**config.mk**
```make
export PLATFORM = sky130hd
export DESIGN_NAME = dmem_lsu_ctrl
export DESIGN_NICKNAME = d
export VERILOG_FILES = /design/src/rtl/dmem_pkg.sv /design/src/rtl/dmem_lane_unit.sv /design/src/rtl/dmem_lsu_ctrl.sv
export SDC_FILE = /design/constraint.sdc
export NUM_CORES = 1
export LEC_CHECK = 0
export CORE_ASPECT_RATIO = 1.5
export CORE_UTILIZATION = 37
export CTS_CLUSTER_SIZE = 16
export DETAILED_ROUTE_END_ITERATION = 6
export DONT_BUFFER_PORTS = 1
export PLACE_DENSITY = 0.59
export REMOVE_ABC_BUFFERS = 1
export SETUP_SLACK_MARGIN = 0.15
export SYNTH_ARGS = -nofsm -noshare
export SYNTH_HDL_FRONTEND = slang
export SYNTH_SLANG_ARGS = --single-unit
```
**constraint.sdc**
```tcl
create_clock -name clk -period 14 [get_ports clk]
set_clock_uncertainty 0.15 [all_clocks]
set_input_delay 3.5 -clock clk [delete_from_list [all_inputs] [get_ports clk]]
set_output_delay 3.5 -clock clk [all_outputs]
set_load 0.01 [all_outputs]
```
**src/rtl/dmem_pkg.sv**
```systemverilog
// Shared definitions for the data-memory load/store sequencer:
// RV32I width codes, controller state encoding and request-decode helpers.
package dmem_pkg;

  localparam int XLEN = 32;

  // RV32I funct3 width/sign codes for loads and stores
  localparam logic [2:0] F3_B  = 3'b000;
  localparam logic [2:0] F3_H  = 3'b001;
  localparam logic [2:0] F3_W  = 3'b010;
  localparam logic [2:0] F3_BU = 3'b100;
  localparam logic [2:0] F3_HU = 3'b101;

  typedef enum logic {
    IDLE = 1'b0,
    RMW  = 1'b1
  } state_t;

  // Stores only have signed-less B/H/W codes; loads add BU/HU.
  function automatic logic is_legal(input logic we, input logic [2:0] f3);
    if (we) return (f3 == F3_B) || (f3 == F3_H) || (f3 == F3_W);
    return (f3 == F3_B) || (f3 == F3_H) || (f3 == F3_W) ||
           (f3 == F3_BU) || (f3 == F3_HU);
  endfunction

  // Halfword needs addr[0]=0, word needs addr[1:0]=0.
  function automatic logic is_misaligned(input logic [2:0] f3, input logic [1:0] off);
    case (f3)
      F3_H, F3_HU: return off[0];
      F3_W:        return |off;
      default:     return 1'b0;
    endcase
  endfunction

  // Byte offset with the bits a misaligned access would violate forced to zero.
  function automatic logic [1:0] align_off(input logic [2:0] f3, input logic [1:0] off);
    case (f3)
      F3_H, F3_HU: return {off[1], 1'b0};
      F3_W:        return 2'b00;
      default:     return off;
    endcase
  endfunction

endpackage

```
**src/rtl/dmem_lane_unit.sv**
```systemverilog
// Combinational byte/halfword lane logic: extracts and extends load data
// from a memory word, and merges store data into an old word for RMW.
module dmem_lane_unit
  import dmem_pkg::*;
(
  input  logic [XLEN-1:0] i_word,
  input  logic [XLEN-1:0] i_wdata,
  input  logic [1:0]      i_off,
  input  logic [2:0]      i_funct3,
  output logic [XLEN-1:0] o_load_data,
  output logic [XLEN-1:0] o_merged
);

  logic [4:0]  w_bit;
  logic [7:0]  w_byte;
  logic [15:0] w_half;

  assign w_bit  = {i_off, 3'b000};
  assign w_byte = i_word[w_bit +: 8];
  assign w_half = i_off[1] ? i_word[31:16] : i_word[15:0];

  // Load path: pick the addressed lane and sign- or zero-extend it
  always_comb begin
    // NOTE: assign a default before the case so no path leaves the output unassigned (which would infer a latch).
    o_load_data = i_word;
    case (i_funct3)
      F3_B:    o_load_data = {{24{w_byte[7]}}, w_byte};
      F3_BU:   o_load_data = {24'b0, w_byte};
      F3_H:    o_load_data = {{16{w_half[15]}}, w_half};
      F3_HU:   o_load_data = {16'b0, w_half};
      default: o_load_data = i_word;
    endcase
  end

  // Store path: replace only the addressed lane(s) of the old word
  always_comb begin
    o_merged = i_word;
    case (i_funct3[1:0])
      2'b00: o_merged[w_bit +: 8] = i_wdata[7:0];
      2'b01: begin
        if (i_off[1]) o_merged[31:16] = i_wdata[15:0];
        else          o_merged[15:0]  = i_wdata[15:0];
      end
      default: o_merged = i_wdata;
    endcase
  end

endmodule

```
**src/rtl/dmem_lsu_ctrl.sv**
```systemverilog
// Load/store sequencer between the MEM stage and a word-organised data
// memory. Loads and SW complete in one cycle; SB/SH use a two-cycle
// read-modify-write with a one-cycle stall on req_ready.
// Optional: define DMEM_MISALIGN_TRAP_EN to reject misaligned H/W accesses
// with rsp_err; otherwise misaligned accesses are silently aligned down.
module dmem_lsu_ctrl
  import dmem_pkg::*;
#(
  parameter int DEPTH = 1024,
  parameter int AW    = $clog2(DEPTH)
) (
  input  logic            clk,
  input  logic            rst,
  input  logic            req_valid,
  output logic            req_ready,
  input  logic            req_we,
  input  logic [2:0]      req_funct3,
  input  logic [31:0]     req_addr,
  input  logic [31:0]     req_wdata,
  output logic            rsp_valid,
  output logic [31:0]     rsp_rdata,
  output logic            rsp_err,
  output logic [AW-1:0]   mem_addr,
  output logic            mem_we,
  output logic [31:0]     mem_wdata,
  input  logic [31:0]     mem_rdata
);

  state_t          r_state;
  state_t          w_next_state;

  logic [AW-1:0]   r_idx;
  logic [1:0]      r_off;
  logic [2:0]      r_funct3;
  logic [XLEN-1:0] r_wdata;

  logic            r_rsp_valid;
  logic [XLEN-1:0] r_rsp_rdata;
  logic            r_rsp_err;

  logic            w_accept;
  logic            w_misal;
  logic            w_err;
  logic [AW-1:0]   w_req_idx;
  logic [1:0]      w_req_off;
  logic [1:0]      w_lane_off;
  logic [2:0]      w_lane_f3;
  logic [XLEN-1:0] w_lane_wdata;
  logic [XLEN-1:0] w_load_data;
  logic [XLEN-1:0] w_merged;
  logic            w_unused_addr_hi;

  // Address bits above the word index wrap and are deliberately ignored.
  assign w_unused_addr_hi = ^req_addr[31:AW+2];
  assign w_req_idx        = req_addr[AW+1:2];
  assign w_req_off        = align_off(req_funct3, req_addr[1:0]);

`ifdef DMEM_MISALIGN_TRAP_EN
  assign w_misal = is_misaligned(req_funct3, req_addr[1:0]);
`else
  assign w_misal = 1'b0;
`endif

  assign w_err = !is_legal(req_we, req_funct3) || w_misal;

  dmem_lane_unit u_lane (
    .i_word      (mem_rdata),
    .i_wdata     (w_lane_wdata),
    .i_off       (w_lane_off),
    .i_funct3    (w_lane_f3),
    .o_load_data (w_load_data),
    .o_merged    (w_merged)
  );

  // Next state and memory/handshake outputs, all combinational from state
  always_comb begin
    w_next_state = r_state;
    w_accept     = 1'b0;
    req_ready    = 1'b0;
    mem_we       = 1'b0;
    mem_addr     = w_req_idx;
    mem_wdata    = req_wdata;
    w_lane_off   = w_req_off;
    w_lane_f3    = req_funct3;
    w_lane_wdata = req_wdata;
    case (r_state)
      IDLE: begin
        req_ready = !rst;
        w_accept  = req_valid && !rst;
        if (w_accept && !w_err && req_we) begin
          if (req_funct3 == F3_W) mem_we = 1'b1;
          else                    w_next_state = RMW;
        end
      end
      RMW: begin
        // Old word is re-read from the latched index; nothing wrote it since accept.
        mem_addr     = r_idx;
        mem_we       = !rst;
        mem_wdata    = w_merged;
        w_lane_off   = r_off;
        w_lane_f3    = r_funct3;
        w_lane_wdata = r_wdata;
        w_next_state = IDLE;
      end
      default: w_next_state = IDLE;
    endcase
  end

  // State register
  always_ff @(posedge clk or posedge rst) begin
    // NOTE: sequential state uses non-blocking assignments so every flop samples pre-edge values.
    if (rst) r_state <= IDLE;
    else     r_state <= w_next_state;
  end

  // Capture the request on the accept edge for the RMW cycle
  always_ff @(posedge clk or posedge rst) begin
    if (rst) begin
      r_idx    <= '0;
      r_off    <= '0;
      r_funct3 <= '0;
      r_wdata  <= '0;
    end else if (w_accept) begin
      r_idx    <= w_req_idx;
      r_off    <= w_req_off;
      r_funct3 <= req_funct3;
      r_wdata  <= req_wdata;
    end
  end

  // Registered one-cycle response pulse with extended load data
  always_ff @(posedge clk or posedge rst) begin
    if (rst) begin
      r_rsp_valid <= 1'b0;
      r_rsp_rdata <= '0;
      r_rsp_err   <= 1'b0;
    end else begin
      r_rsp_valid <= 1'b0;
      r_rsp_rdata <= '0;
      r_rsp_err   <= 1'b0;
      if (r_state == RMW) begin
        r_rsp_valid <= 1'b1;
      end else if (w_accept) begin
        if (w_err) begin
          r_rsp_valid <= 1'b1;
          r_rsp_err   <= 1'b1;
        end else if (!req_we) begin
          r_rsp_valid <= 1'b1;
          r_rsp_rdata <= w_load_data;
        end else if (req_funct3 == F3_W) begin
          r_rsp_valid <= 1'b1;
        end
      end
    end
  end

  assign rsp_valid = r_rsp_valid;
  assign rsp_rdata = r_rsp_rdata;
  assign rsp_err   = r_rsp_err;

endmodule

```
==> results.toml, run 1 <==
[routing]
via_per_inst = 6.11
drtIter0Drc = 376
drt_wl_total_mm = 18.9
first_pass_iters = 5
vias = 5020
routedWlPerCell_um = 23.0
route.detailed.drc = 0
antenna_left = 0

[timing]
slew_headroom_pct = 30.3
tightest_slew_ns = 1.04
maxSlewViolCount = 0
fin_tns_setup_ns = 0
period_minus_slack_ns = 10.75
finalCritPeriodShare_pct = 76.8
setup_viol = 0
hold_viol = 0
fmax_mhz = 93.1
rsz0062_at_grt = "no"

[synthesis]
synth_area_per_cell_sq_um = 8.19
netlist.area_leader.share_pct = 37.9
yosysWarnings = 0
ys_seq_elements = 82
synthArstFlopShare_pct = 100
syn_area_sq_um = 5410
synth_top_area_cell = "dfrtp_1"
ys_seq_area_share_pct = 37.9
synthTopCellsByArea = "dfrtp_1, nand2_1, o21ai_0"
ys.flop_type = "dfrtp_1"
syn_inst = 661
synth_edf_count = 0
synth.distinct_cells = 60

[clock_tree]
root_buffer = "clkbuf_16"
cts_resized = 0
cts.sinks = 82
cts_buffers = 9
clk_latency_ns = 0.34
clockBufferDepth = 2
cts_tree = "yes"
hold_buffers = 0
clk_pin_slew_ns = 0.06
post_cts_buffers = 0
cts_htree_levels = 3

[critical_path]
crit_fanout = 33
cp-start-kind = "input port"
cp.required_ns = 10.35
cpMaxStageDelayCell = "ha_1"
setup.worst_path.end_class = "output pin"
critical_path.max_stage_delay_ns = 0.86
crit_type = "in -> out"
crit_chain = "or3b_4, a32oi_4, buf_4, inv_1, ha_1, nand2b_1, o32ai_1, a222oi_1, a21oi_1"
arrival_ns = 7.10

[global_routing]
grt_max_degree = 65
grt_pass1_vias = 4802
track_usage_pct = 25.1
antenna_found_initial = 0
grt_pass1_wl_mm = 28.3
grt-ovfl-total = 0

[pwr]
p_comb_share_pct = 18.6
switching_power_mw = 0.201
finalPower_mw = 0.636
seq_power_share_pct = 43.0
sw_frac_of_total_pct = 31.6
p_leak_nw = 2.51
p_int_mw = 0.435
vdd_drop_max_mv = 0.0513
power_density_nw_per_um2 = 110
clkPwrFrac_pct = 38.4

[place]
gp_congestion = 0.875
place_hpwl_mm = 12.9
io_buffers = 0

[floorplan]
rows = 53
die_x_um = 101
start_util_pct = 38.3
core_sq_um = 14100
die_h_um = 150
fp.dieArea_sq_um = 15100
ios = 181

[cells_and_area]
drive_gt1_share_pct = 10.2
layout_commonest_cell = "nand2_1"
finalNetCount = 729
mostFrequentLayoutCells = "nand2_1, dfrtp_1, o21ai_0"
n_antenna_cell = 0
fillCellCount = 1435
syn_to_final_growth_pct = 7.31

[job]
drv_cap = 0

[status]
outcome = "finished, final reports clean"

[min_path]
hold_path_class = "reg -> reg"
## sequential cells by signal, summed over array words and instances, names as in the netlist
name / flops
rsp_valid: 1
rsp_err: 1
r_funct3: 3
r_off: 2
r_wdata: 32
r_idx: 10
rsp_rdata: 32
r_state: 1
## critical path, delay by kind of cell
kind	cells	cell delay, ns
AOI/OAI and AO/OA	4	0.98
adders and majority gates	1	0.86
buffers and inverters	2	0.84
and+or+nand+nor	2	0.88
## logic make-up after synthesis
kind of cell             count (synthesis)  share of synthesized area [%]
flip-flops                              82                           37.9
multiplexers                            44                           8.65
adder cells (fa/ha/maj)                  1                          0.231
buffers and inverters                   81                           6.06
AO/OA/AOI/OAI                          210                           27.3
AND/OR/NAND/NOR                        243                           19.9
## final timing paths
| path | depth (start not counted) | to | slack (ns) | startpoint |
|---|---|---|---|---|
| min in group asynchronous | 1 | rsp_valid | 2.90 | rst |
| max in group asynchronous | 2 | r_state | 9.58 | rst |
| worst min register to register | 2 | r_wdata[25] | 0.31 | r_wdata[25] |
| worst max register to register | 7 | rsp_rdata[11] | 9.92 | r_state |
| worst min-delay path | 2 | r_wdata[25] | 0.31 | r_wdata[25] |
| worst max-delay path | 9 | mem_wdata[12] | 3.25 | req_funct3[2] |
## per-layer routing
metal  track usage [%]  vias to the layer above  share of wire [%]  wire length, um
li1                  -                     2298                  -                -
met1              30.0                     2422                 38             7170
met2              39.9                      252                 49             9290
met3              7.94                       48                8.8             1670
met4              13.2                        0                4.2              788
met5                 0                        -                  0                0
## cell type report
class                      instances  area (sq um)  share of cell area (%)
clock inverter                     5          63.8                    1.10
multi-input combinational        498          3060                    52.6
timing repair buffer               8          60.1                    1.03
tap                              192           240                    4.14
clock buffer                      11           233                    4.01
sequential                        82          2060                    35.4
inverter                          26          98.8                    1.70
## cell usage after synthesis, types with 8 or more instances
library cell / instances
a21boi_0: 13
a221oi_1: 16
o21a_1: 9
clkbuf_1: 40
nor3_1: 14
mux2_2: 22
nor2_1: 48
o22a_1: 8
inv_1: 24
nand2b_1: 10
o21ai_0: 58
a21oi_1: 47
nand2_1: 136
mux2i_1: 22
dfrtp_1: 82
## power groups by stage
stage	Combinational, mW	Clock, mW	Sequential, mW
6_report	0.118	0.244	0.273
5_1_grt	0.130	0.257	0.276
4_1_cts	0.118	0.247	0.273
3_5_place_dp	0.117	0	0.277
3_3_place_gp	0.115	0	0.276
2_1_floorplan	0.0833	0	0.275
## per-stage QoR
stage	area (sq um)	utilization [%]	cells	hold WS, ns	setup WS [ns]
2_1_floorplan	5180	-	606	0.287	3.88
3_3_place_gp	5510	39.0	806	0.302	3.49
3_5_place_dp	5510	39.0	806	0.307	3.35
4_1_cts	5810	41.1	822	0.321	3.35
5_1_grt	5810	41.1	822	0.339	3.16
6_report	5810	41.1	822	0.314	3.25
Note: power is estimated with default switching activity, not from simulation.
==> run 2: changes to the inputs <==
- PLACE_DENSITY: 0.59 -> 0.61
- clock period: 14 -> 9.3 ns (I/O delays scaled with it)
==> run 2 against run 1 <==
Net effect:
- sequential share of layout area hardly changed
- sequential cell count stayed put
- global-route usage is 0.43 points higher
- hold slack better by 0.0072 ns
- combinational power is 48% higher
- clock power is 41% higher
- worst setup slack worse by 2.1 ns
- first-iteration DRC count is 22% higher
- critical path depth is 1 higher
- final area is 0.13% lower
- highest routed layer unchanged
==> results.toml, run 2 (synthesized netlist as in run 1, its figures left out) <==
[status]
outcome = "finished, final reports clean"

[cells_and_area]
mostFrequentLayoutCells = "nand2_1, dfrtp_1, o21ai_0"
n_antenna_cell = 0
finalNetCount = 730
fillCellCount = 1435
syn_to_final_growth_pct = 7.17
layout_commonest_cell = "nand2_1"
fin_area_sq_um = 5800
drive_gt1_share_pct = 10.6

[critical_path]
setup.worst_path.end_class = "output pin"
cp.required_ns = 6.83
reg2reg_from = "r_state"
crit_type = "in -> out"
cp-start-kind = "input port"
arrival_ns = 5.68
r2r-end = "rsp_rdata[14]"
rrSetupSlack_ns = 5.43
crit_fanout = 33
worst-r2r-cell-count = 6

[routing]
routedWlPerCell_um = 23.3
antenna_left = 0
drt_wl_total_mm = 19.2
route.detailed.drc = 0
via_per_inst = 6.22
drtIter0Drc = 460
first_pass_iters = 5
vias = 5122

[pwr]
clkPwrFrac_pct = 36.7
power_density_nw_per_um2 = 161
seq_power_share_pct = 44.6
p_leak_nw = 2.51
p_comb_share_pct = 18.7
sw_frac_of_total_pct = 32.3
p_int_mw = 0.633
switching_power_mw = 0.302
vdd_drop_max_mv = 0.105

[global_routing]
grt_pass1_vias = 5027
track_usage_pct = 25.5
grt_max_degree = 65
grt_pass1_wl_mm = 28.9
antenna_found_initial = 0
grt-ovfl-total = 0

[place]
placed_area_sq_um = 5520
io_buffers = 0
place_hpwl_mm = 12.7
gp_congestion = 0.896

[clock_tree]
post_cts_buffers = 0
cts_buffers = 9
clk_latency_ns = 0.35
clockBufferDepth = 2
cts_tree = "yes"
clk_pin_slew_ns = 0.06
cts_htree_levels = 3
cts.sinks = 82
hold_buffers = 0
root_buffer = "clkbuf_16"
cts_resized = 0

[timing]
fmax_mhz = 123
tightest_slew_ns = 1.17
rsz0062_at_grt = "no"
fin_tns_setup_ns = 0
setup_viol = 0
maxSlewViolCount = 0
period_minus_slack_ns = 8.16
slew_headroom_pct = 22.3
hold_viol = 0
finalCritPeriodShare_pct = 87.7

[min_path]
hold_path_class = "reg -> reg"
hold_end = "r_wdata[25]"
min-delay-start = "r_wdata[25]"
holdPathStages = 2

[job]
drv_cap = 0

[floorplan]
die_h_um = 150
core_sq_um = 14100
fp.dieArea_sq_um = 15100
start_util_pct = 38.3
die_x_um = 101
rows = 53
ios = 181
[run 2: changes by cell type in the layout (fill, tap and decap cells not counted), sizes merged]
cell | before | now
clkinv | 3 | 5
clkinvlp | 1 | 2
inv | 26 | 25
buf | 8 | 9
clkbuf | 11 | 10
bufinv | 1 | 0
[run 2: worst max path at each step]
stage,from,endpoint,slack (ns)
floorplan,req_addr[1],mem_wdata[15],1.53
global placement,req_funct3[2],mem_wdata[14],1.23
detailed placement,req_funct3[2],mem_wdata[14],1.19
CTS,req_funct3[2],mem_wdata[14],1.18
global route,req_funct3[2],mem_wdata[14],1.05
finish,req_funct3[2],mem_wdata[14],1.14
[run 2: per-stage QoR]
stage | hold slack [ns] | worst slack [ns] | cells | total power, mW | utilization, %
finish | 0.321 | 1.14 | 823 | 0.935 | 41.1
global route | 0.346 | 1.05 | 823 | 0.974 | 41.1
CTS | 0.330 | 1.18 | 823 | 0.940 | 41.1
detailed placement | 0.312 | 1.19 | 807 | 0.596 | 39.1
global placement | 0.302 | 1.23 | 807 | 0.590 | 39.1
floorplan | 0.287 | 1.53 | 606 | 0.539 | -
[run 2: power groups by stage]
stage                     combinational [mW]  sequential (mW)  clock, mW
after detailed placement               0.173            0.422          0
after global placement                 0.169            0.421          0
after CTS                              0.174            0.416      0.350
after global routing                   0.192            0.420      0.363
final                                  0.175            0.417      0.343
after floorplan                        0.125            0.414          0
[run 2: critical path, cell delays in order]
cell and delay [ns]:
or3b_4 0.41, a32oi_4 0.17, buf_4 0.38, inv_1 0.07
buf_4 0.24, ha_1 0.73, nand2b_1 0.51, o32ai_1 0.14
a222oi_1 0.47, a21oi_1 0.21
[run 2: layout make-up]
cell class / instances / area (sq um) / area share, %
multi-input cells: 498 / 3060 / 52.7
inverters: 26 / 98.8 / 1.70
clock inverters: 6 / 42.5 / 0.734
repair buffers: 9 / 67.6 / 1.17
well taps: 192 / 240 / 4.14
flip-flops and latches: 82 / 2060 / 35.4
clock buffers: 10 / 239 / 4.12
[run 2: layer usage]
layer | up-vias | part of all wire (%) | global-route usage (%)
li1 | 2301 | - | -
met1 | 2473 | 37 | 29.3
met2 | 278 | 48 | 42.1
met3 | 70 | 9.4 | 6.96
met4 | 0 | 5.7 | 15.1
met5 | - | 0 | 0
